### src/rtl/mad_io_port_ctrl.sv
// I/O peripheral for mad_risc_processor: host-fed input FIFO driving In, output FIFO
// capturing Out, and a one-shot interrupt raised when input data arrives in an empty FIFO.

module mad_io_fifo #(
  parameter int W     = 16,
  parameter int DEPTH = 8
) (
  input  logic         clk_i,
  input  logic         rst_i,
  input  logic         push_i,
  input  logic [W-1:0] data_i,
  input  logic         pop_i,
  output logic [W-1:0] head_o,
  output logic         full_o,
  output logic         empty_o,
  output logic         push_ok_o
);
  localparam int AW = $clog2(DEPTH);

  logic [W-1:0]  mem_q [DEPTH];
  logic [AW-1:0] wr_ptr_q, rd_ptr_q;
  logic [AW:0]   count_q, count_d;
  logic          pop_ok_s;

  assign empty_o   = (count_q == '0);
  assign full_o    = (count_q == (AW+1)'(DEPTH));
  // A full FIFO still accepts a push when the head leaves in the same cycle.
  assign pop_ok_s  = pop_i && !empty_o;
  assign push_ok_o = push_i && (!full_o || pop_ok_s);
  assign head_o    = empty_o ? '0 : mem_q[rd_ptr_q];

  always_comb begin
    count_d = count_q;
    case ({push_ok_o, pop_ok_s})
      2'b10:   count_d = count_q + 1'b1;
      2'b01:   count_d = count_q - 1'b1;
      default: count_d = count_q;
    endcase
  end

  always_ff @(posedge clk_i) begin
    if (push_ok_o) mem_q[wr_ptr_q] <= data_i;
  end

  always_ff @(posedge clk_i) begin
    if (rst_i) begin
      wr_ptr_q <= '0;
      rd_ptr_q <= '0;
      count_q  <= '0;
    end else begin
      if (push_ok_o) wr_ptr_q <= wr_ptr_q + 1'b1;
      if (pop_ok_s)  rd_ptr_q <= rd_ptr_q + 1'b1;
      count_q <= count_d;
    end
  end
endmodule

module mad_io_port_ctrl #(
  parameter int DATA_W     = 16,
  parameter int IN_DEPTH   = 8,
  parameter int OUT_DEPTH  = 8,
  parameter int INT_CYCLES = 2
) (
  input  logic              Clk,
  input  logic              Rst,
  input  logic              host_wr_en,
  input  logic [DATA_W-1:0] host_wr_data,
  output logic              host_full,
  output logic [DATA_W-1:0] In,
  input  logic              in_rd,
  output logic              in_empty,
  input  logic [DATA_W-1:0] Out,
  input  logic              out_wr,
  output logic              out_full,
  input  logic              host_rd_en,
  output logic [DATA_W-1:0] host_rd_data,
  output logic              host_empty,
  input  logic              int_en,
  output logic              Int,
  output logic              in_underflow,
  output logic              out_overflow
);
  localparam int CNT_W = (INT_CYCLES > 1) ? $clog2(INT_CYCLES) : 1;

  typedef enum logic [1:0] {IRQ_IDLE, IRQ_PULSE, IRQ_ARMED} irq_state_e;

  irq_state_e       state_q, state_d;
  logic [CNT_W-1:0] cnt_q, cnt_d;
  logic             in_push_ok_s;
  logic             out_push_ok_s;
  logic             in_underflow_q, out_overflow_q;

  mad_io_fifo #(.W(DATA_W), .DEPTH(IN_DEPTH)) u_in_fifo (
    .clk_i     (Clk),
    .rst_i     (Rst),
    .push_i    (host_wr_en),
    .data_i    (host_wr_data),
    .pop_i     (in_rd),
    .head_o    (In),
    .full_o    (host_full),
    .empty_o   (in_empty),
    .push_ok_o (in_push_ok_s)
  );

  mad_io_fifo #(.W(DATA_W), .DEPTH(OUT_DEPTH)) u_out_fifo (
    .clk_i     (Clk),
    .rst_i     (Rst),
    .push_i    (out_wr),
    .data_i    (Out),
    .pop_i     (host_rd_en),
    .head_o    (host_rd_data),
    .full_o    (out_full),
    .empty_o   (host_empty),
    .push_ok_o (out_push_ok_s)
  );

  assign Int          = (state_q == IRQ_PULSE);
  assign in_underflow = in_underflow_q;
  assign out_overflow = out_overflow_q;

  // Arrival in an empty FIFO fires once; re-armed only after the FIFO drains.
  always_comb begin
    state_d = state_q;
    cnt_d   = cnt_q;
    case (state_q)
      IRQ_IDLE: begin
        if (int_en && in_empty && in_push_ok_s) begin
          state_d = IRQ_PULSE;
          cnt_d   = CNT_W'(INT_CYCLES - 1);
        end else begin
          state_d = IRQ_IDLE;
        end
      end
      IRQ_PULSE: begin
        if (!int_en || (cnt_q == '0)) begin
          state_d = IRQ_ARMED;
        end else begin
          cnt_d = cnt_q - 1'b1;
        end
      end
      IRQ_ARMED: begin
        if (in_empty) state_d = IRQ_IDLE;
        else          state_d = IRQ_ARMED;
      end
      default: state_d = IRQ_IDLE;
    endcase
  end

  always_ff @(posedge Clk) begin
    if (Rst) begin
      state_q        <= IRQ_IDLE;
      cnt_q          <= '0;
      in_underflow_q <= 1'b0;
      out_overflow_q <= 1'b0;
    end else begin
      state_q        <= state_d;
      cnt_q          <= cnt_d;
      in_underflow_q <= in_underflow_q | (in_rd & in_empty);
      out_overflow_q <= out_overflow_q | (out_wr & ~out_push_ok_s);
    end
  end
endmodule

### config.mk
export PLATFORM = sky130hd
export DESIGN_NAME = mad_io_port_ctrl
export DESIGN_NICKNAME = d
export VERILOG_FILES = /design/src/rtl/mad_io_port_ctrl.sv
export SDC_FILE = /design/constraint.sdc
export NUM_CORES = 1
export LEC_CHECK = 0
export ABC_AREA = 1
export BUFFER_PORTS_ARGS = -buffer_cell sky130_fd_sc_hd__buf_2
export CAP_MARGIN = 5
export CORE_MARGIN = 8
export CORE_UTILIZATION = 55
export CTS_BUF_LIST = sky130_fd_sc_hd__clkbuf_4 sky130_fd_sc_hd__clkbuf_8
export CTS_CLUSTER_DIAMETER = 50
export CTS_CLUSTER_SIZE = 10
export DETAILED_ROUTE_END_ITERATION = 10
export PLACE_DENSITY_LB_ADDON = 0.3
export SKIP_CTS_REPAIR_TIMING = 1
export SYNTH_ARGS = -nofsm -noshare
export SYNTH_HDL_FRONTEND = slang
export SYNTH_SLANG_ARGS = --single-unit
### constraint.sdc
create_clock -name Clk -period 4.65 [get_ports Clk]
set_clock_uncertainty 0.15 [all_clocks]
set_input_delay 0.2325 -clock Clk [delete_from_list [all_inputs] [get_ports Clk]]
set_output_delay 0.2325 -clock Clk [all_outputs]
set_load 0.02 [all_outputs]
# Word-level counts from Yosys, hierarchy flattened
# Memory sizes are Yosys's and may differ from the RTL's. A register that Yosys moved wholly into a read port is not among the register bits.
# Index checks and enable logic that the tools add are counted.
# totals
out_inout_bits	39
regBits	25
memories	2
ramBits	256
inputBits	39
elab_cells	78
# op_classes
n_reduce_logical	21
n_mux	19
bitwise	6
n_addsub	9
eq_ne	11
# mem_list
name	depth	width	read_ports	rd_clocked_by_memory_dff	write_ports	line	text
u_in_fifo.mem_q	8	16	1	1	1	20	logic [W-1:0] mem_q [DEPTH];
u_out_fifo.mem_q	8	16	1	1	1	20	
# op_table
op	count
16-bit two-way mux	2
4-bit one-hot mux with 2 select lines	2
3-bit by 1-bit adder with 3-bit output, second input constant	4
3-bit two-way mux	4
4-bit by 1-bit adder with 4-bit output, second input constant	2
4-bit == test, second input constant	2
4-bit logical NOT	2
4-bit by 1-bit subtractor with 4-bit output, second input constant	2
1-bit two-way mux	7
2-bit by 1-bit == test with 1-bit output, second input constant	3
2-bit == test, second input constant	3
1-bit logical AND	6
2-bit one-hot mux with 3 select lines	1
2-bit nonzero test	3
1-bit logical NOT	5
2-bit two-way mux	2
2-bit inequality test, second input constant	2
1-bit logical OR	3
3-bit AND reduction	1
1-bit bitwise AND	2
2-bit logical NOT	1
2-bit by 1-bit inequality test with 1-bit output, second input constant	1
1-bit inverter	2
1-bit bitwise OR	2
2 further kinds	2

# Depth between registers and ports, before layout
# Gate-level depths: netlist (run 1).
# logic_depth
depth_word	8
ltp_mapped	14
depth_no_buf	14

# By module
# From an unflattened synthesis (run 1), not the netlist that was laid out.
# unflattened
cells_unflattened	978
hier_area_um2	11703.7
# modules_own_cells
mod	cells_per_inst	n_inst	seq_area_each_um2	area_each_um2
mad_io_fifo (u_in_fifo)	476	1	4103.9	5783.0
mad_io_fifo (u_out_fifo)	475	1	4103.9	5720.5
mad_io_port_ctrl	27	1	100.1	200.2

# Least setup slack after synthesis (run 1)
# OpenSTA, ideal clock, no wires.
# synth_timing
path_kind	register -> register
from	register u_out_fifo.count_q[0]
to	memory u_out_fifo.mem_q[1][0], enable pin
setup_ps	388
slack_ps	2532
n_path_buf	0
required_time_ps	4112
arrival_time_ps	1580
stages_incl_launch_ff	7
synth_period_minus_slack_ps	2118
cell_sequence	dfxtp_1 > nor2_1 > nand4_1 > nand2_1 > nor2_1 > inv_1 > nor2_1
# synth_via
elab_chain_cells	7
word_cells_on_any_way	9
classes_between	eq/ne (1); mux (2); reduce/logical (6)
# synth_lines
item	line	text
from (decl)	22	logic [AW:0] count_q, count_d;
from (signal assigned)	53	count_q <= count_d;
4-bit logical NOT	25	assign empty_o = (count_q == '0);
1-bit logical NOT	28	assign pop_ok_s = pop_i && !empty_o;
1-bit logical AND	28	
1-bit logical OR (*)	29	assign push_ok_o = push_i && (!full_o || pop_ok_s);
1-bit logical AND (*)	29	
1-bit two-way mux (*)	42	if (push_ok_o) mem_q[wr_ptr_q] <= data_i;
1-bit two-way mux (implied by the code) (*)	42	
to (decl)	20	
# Every way passes the cells marked *; elsewhere a longest branch is shown, timed or not.

==> results.cfg, run 1 <==
[yosys]
syn_area_per_cell_um2 = 12.27
ys_types = 28
synth_nets = 993
synth_area_um2 = 11580
ys_seq_area_share_pct = 71.75
yosysWarnings = 0
synthCells = 944
synth_seq_cells = 287

[clocking]
cts.sinks = 287
cts_buffers = 35
clkLatencyLatePin_ns = 0.52
max-clock-path-buffers = 3
path_clk_slew_ns = 0.07
htree_levels = 2
cts-root-buf = clkbuf_8
cts_tree = yes

[timing]
period_share_pct = 67.86
fin_ws_ns = 1.494
final_hold_viol_count = 0
max_freq_ghz = 0.3169
maxSlewHeadroom_pct = 25.00
tightest_slew_ns = 1.125
slew_violations = 0
setup-violations-final = 0
period_needed_ns = 3.156
hold_ws_ns = 0.3218
fin_tns_setup_ns = 0
rsz0062_at_grt = no

[floorplan]
io_pins = 78
initial_core_util_pct = 55.61
core_region_area_um2 = 20820
rows = 53
dieWidth_um = 161.1
die_y_um = 161.1
dieArea_um2 = 25950

[power]
power_density_nw_per_um2 = 510.5
peakVddDrop_mv = 0.2904
p_leak_uw = 0.004719

[route]
wl_per_cell_um = 16.95
drt-total-wl_um = 22960
drc_errors = 0
routed_via_density = 5.429
drtIter0Drc = 583
drt_first_pass_iters = 5
vias = 7356
ant_nets = 0

[worst_setup_path]
critical_path.top_delay_family = buffers and inverters
worstPathRequired_ns = 4.27
rr_startpoint = u_in_fifo.count_q[0]$_SDFFE_PP0P_
critPathKind = reg2out
critical_path_buf_inv_count = 2
r2r-end = u_in_fifo.count_q[2]$_SDFFE_PP0P_
crit_path_max_incr_delay_ns = 0.72
path_max_fanout = 38
regToRegSetupSlack_ns = 1.84
slowest_stage = dfxtp_2
endpoint_kind = output port
critical_path.cell_chain = buf_4 > nor2_1 > nor2_1 > o21ai_0 > o21ai_0 > o21ai_0 > nor2_1 > buf_2
start_kind = flip-flop
arrival_ns = 2.77
reg2reg_depth = 12

[grt]
grt_usage_pct = 17.32
grt_pass1_wl_um = 35900
grt_pass1_vias = 7045
overflow = 0
antenna_found_initial = 0
grt_max_degree = 65

[placement]
portBuffers = 77
place_hpwl_um = 12880
dp_slack_ns = 1.812
gp_congestion = 0.8158

[layout]
final_cell_mix = 256 x edfxtp_1, 227 x nor2_1, 144 x o21ai_0
antenna_cells = 0
finish.utilization_pct = 63.24
mostFrequentLayoutCell = edfxtp_1
layout.nets = 1115
drive_gt1_share_pct = 14.63
area_growth_pct = 13.71

[hold_path]
whs_path_depth = 2
min_path_type = reg2reg
holdPathEnd = u_in_fifo.rd_ptr_q[2]$_SDFFE_PP0P_
hold_start = u_in_fifo.rd_ptr_q[2]$_SDFFE_PP0P_

[run]
max_cap_viol_count = 0

[run_status]
outcome = finished clean
## through the flow
stage                     std cells  instance area, um2  total power (uW)
final                          1355               13170              6722
after global routing           1355               13170              7105
after CTS                      1316               12780              6739
after detailed placement       1265               12140              5072
after global placement         1265               12140              5032
after floorplan                 944               11580              4574
## registers in the layout, summed over array words and instances, names as in the netlist, named ones only
register / count
cnt_q: 1
out_overflow: 1
u_out_fifo.count_q: 4
u_in_fifo.mem_q: 128
u_in_fifo.count_q: 4
u_out_fifo.rd_ptr_q: 3
u_out_fifo.mem_q: 128
u_in_fifo.wr_ptr_q: 3
u_in_fifo.rd_ptr_q: 3
u_out_fifo.wr_ptr_q: 3
state_q: 2
in_underflow: 1
## worst max-delay path by stage
| stage | endpoint | depth (start not counted) | slack [ns] |
|---|---|---|---|
| global placement | u_in_fifo.count_q[2]$_SDFFE_PP0P_ | 12 | 1.91 |
| finish | In[3] | 8 | 1.49 |
| detailed placement | u_in_fifo.count_q[2]$_SDFFE_PP0P_ | 13 | 1.81 |
| CTS | In[3] | 8 | 1.49 |
| floorplan | u_out_fifo.mem_q[1][0]$_DFFE_PP_ | 6 | 2.53 |
| global route | In[3] | 8 | 1.20 |
## report_power, final
group          leakage [uW]  internal [uW]  switching (uW)
clock              0.000333            857             826
combinational       0.00181            640            1220
sequential          0.00258           2940             232
total               0.00472           4440            2280
## area by class of cell
class,count,area [um2]
Clock buffer,47,578.1
Clock inverter,4,55.05
Fill cell,1576,7655
Inverter,45,168.9
Multi-Input combinational cell,563,2798
Sequential cell,287,8313
Tap cell,275,344.1
Timing Repair Buffer,134,910.9
## synth_stat cells
master	count	area, um2
a211oi_1	1	7.510
a21oi_1	18	90.09
buf_1	2	7.510
buf_2	22	110.1
buf_4	9	67.56
buf_6	8	90.09
clkbuf_1	8	30.03
dfxtp_1	31	620.6
edfxtp_1	256	7687
ha_1	10	125.1
inv_1	42	157.7
inv_2	3	11.26
mux2i_1	32	320.3
nand2_1	35	131.4
nand2_2	1	6.260
nand3_1	13	65.06
nand3_2	1	10.01
nand4_1	6	37.54
nor2_1	227	852.1
nor2_2	2	12.51
nor3_1	4	20.02
nor4_1	2	12.51
o21a_1	1	7.510
o21ai_0	144	720.7
o21ai_1	31	155.2
o22ai_1	32	200.2
or2_2	1	6.260
xnor2_1	2	17.52
## kinds of logic after synthesis
logic type                 share of synthesized area [%]
muxes                                              2.766
DFF                                                71.75
adders and majority gates                          1.080
and+or+nand+nor                                    9.962
xor gates and xnor gates                          0.1513
buffers and inverters                              4.095
AOI/OAI and AO/OA                                  10.20
## routing by layer
metal	GRT usage, %	share of wire, %	up-vias
li1	-	-	3599
met4	7.071	2.1	0
met5	0	0	-
met2	28.92	49	206
met1	21.47	42	3509
met3	4.047	6.6	42
## tightest hold or removal path, cell delays in order (launching register included)
cell     delay, ns
dfxtp_1       0.32
inv_1         0.05
a21oi_1       0.06
Note: power is estimated with default switching activity, not from simulation.
==> run 2: changes to the inputs <==
==> constraint.sdc (replaced) <==
create_clock -name Clk -period 2.7 [get_ports Clk]
set_clock_uncertainty 0.15 [all_clocks]
set_input_delay 0.135 -clock Clk [delete_from_list [all_inputs] [get_ports Clk]]
set_output_delay 0.135 -clock Clk [all_outputs]
set_load 0.02 [all_outputs]
==> run 2 against run 1 <==
  * Non-clock buffer count rose by 13
  * Critical path depth is the same
  * Clock power rose by 74%
  * Global-route usage is 0.34 points higher
  * Utilization rose by 0.78 points
  * Register-to-register slack worse by 1.4 ns
  * Final cell count up 1.1%
  * Worst setup slack lost 1.3 ns
  * Die area unchanged
  * Total power rose by 75%
  * Count of clock-buffer cells in the layout rose by 1
  * Sequential share of layout area is 0.75 points lower
  * Highest routed layer unchanged
==> results.cfg, run 2 (synthesis gave the netlist of run 1 again) <==
[route]
routed_via_density = 5.367
drt-total-wl_um = 23510
wl_per_cell_um = 17.16
drtIter0Drc = 565
drc_errors = 0
vias = 7353
ant_nets = 0
drt_first_pass_iters = 5

[grt]
grt_pass1_vias = 7112
overflow = 0
antenna_found_initial = 0
grt_max_degree = 65
grt_pass1_wl_um = 36170
grt_usage_pct = 17.66

[worst_setup_path]
arrival_ns = 2.18
critical_path.cell_chain = buf_12 > nor2_1 > nor2_1 > o21ai_1 > o21ai_0 > o21ai_0 > nor2_1 > buf_2
regToRegSetupSlack_ns = 0.41
cp_common_cell = nor2_1
worstPathRequired_ns = 2.41
path_max_fanout = 50
endpoint_kind = output port
critPathKind = reg2out
crit_path_end = host_rd_data[15]
rr_startpoint = u_out_fifo.count_q[0]$_SDFFE_PP0P_
crit_path_max_incr_delay_ns = 0.56
start_kind = flip-flop
slowest_stage = dfxtp_2
r2r-end = out_overflow$_SDFF_PP0_
reg2reg_depth = 5

[placement]
dp_cells = 1276
portBuffers = 77
place_hpwl_um = 13110
gp_congestion = 0.8014

[timing]
fin_tns_setup_ns = 0
hold_ws_ns = 0.2768
period_share_pct = 91.31
tightest_slew_ns = 0.6628
period_needed_ns = 2.465
setup-violations-final = 0
maxSlewHeadroom_pct = 55.77
max_freq_ghz = 0.4056
slew_violations = 0
final_hold_viol_count = 0
rsz0062_at_grt = no

[floorplan]
dieWidth_um = 161.1
io_pins = 78
rows = 53
dieArea_um2 = 25950
die_y_um = 161.1
core_region_area_um2 = 20820
initial_core_util_pct = 55.61

[run]
max_cap_viol_count = 0

[layout]
finish.utilization_pct = 64.01
reg_top3 = u_in_fifo.mem_q (128), u_out_fifo.mem_q (128)
layout.nets = 1129
antenna_cells = 0
drive_gt1_share_pct = 15.62
mostFrequentLayoutCell = edfxtp_1
final_cell_count_no_fill = 1370
final_cell_mix = 256 x edfxtp_1, 227 x nor2_1, 144 x o21ai_0
area_growth_pct = 15.11

[hold_path]
min_path_type = in2reg
hold_start = Out[3]

[clocking]
clkLatencyLatePin_ns = 0.51
cts.sinks = 287
max-clock-path-buffers = 3
cts-root-buf = clkbuf_8
cts_buffers = 36
cts_tree = yes
path_clk_slew_ns = 0.07
htree_levels = 2

[power]
p_leak_uw = 0.004808
peakVddDrop_mv = 0.6453
power_density_nw_per_um2 = 882.0

[run_status]
outcome = finished clean
-- run 2: per-stage QoR --
stage	area (um2)	total power, uW	worst slack (ns)
CTS	12920	11800	0.1659
global route	13330	12440	0.02126
finish	13330	11760	0.2346
detailed placement	12260	8875	0.5112
global placement	12260	8808	0.5521
floorplan	11580	7877	0.5819
-- run 2: per-layer routing --
metal  GRT usage, %  share of wire [%]
met3          3.869                6.8
met2          30.69                 50
met1          20.71                 41
met5              0                  0
met4          7.912                2.5
-- run 2: power breakdown --
part	switching, uW	internal, uW	total [uW]
clock	1410	1520	2930
sequential	222	5070	5300
combinational	2320	1210	3530
total	3950	7800	11800
-- run 2: layout make-up --
type	instances	area, um2
multi-input combinational	563	2798
timing repair buffer	147	1051
inverter	45	168.9
sequential	287	8315
clock inverter	5	53.80
clock buffer	48	598.1
tap	275	344.1
fill	1552	7493
-- run 2: critical path: cells and delay by family, from the launching register on --
| family | cells | cell delay [ns] |
|---|---|---|
| and+or+nand+nor | 3 | 0.32 |
| buffers and inverters | 2 | 0.48 |
| AOI/OAI and AO/OA | 3 | 0.30 |
| DFF | 1 | 0.56 |
-- run 2: how the worst min path moves through the flow --
stage | end | cells past startpoint | slack (ns)
after CTS | u_in_fifo.mem_q[1][12]$_DFFE_PP_ | 1 | -0.30
final | u_out_fifo.mem_q[0][3]$_DFFE_PP_ | 2 | 0.28
after global routing | u_in_fifo.mem_q[6][14]$_DFFE_PP_ | 2 | 0.26
after floorplan | u_in_fifo.mem_q[0][0]$_DFFE_PP_ | 0 | 0.08
after detailed placement | u_in_fifo.mem_q[1][5]$_DFFE_PP_ | 1 | 0.25
after global placement | u_out_fifo.mem_q[1][2]$_DFFE_PP_ | 1 | 0.25
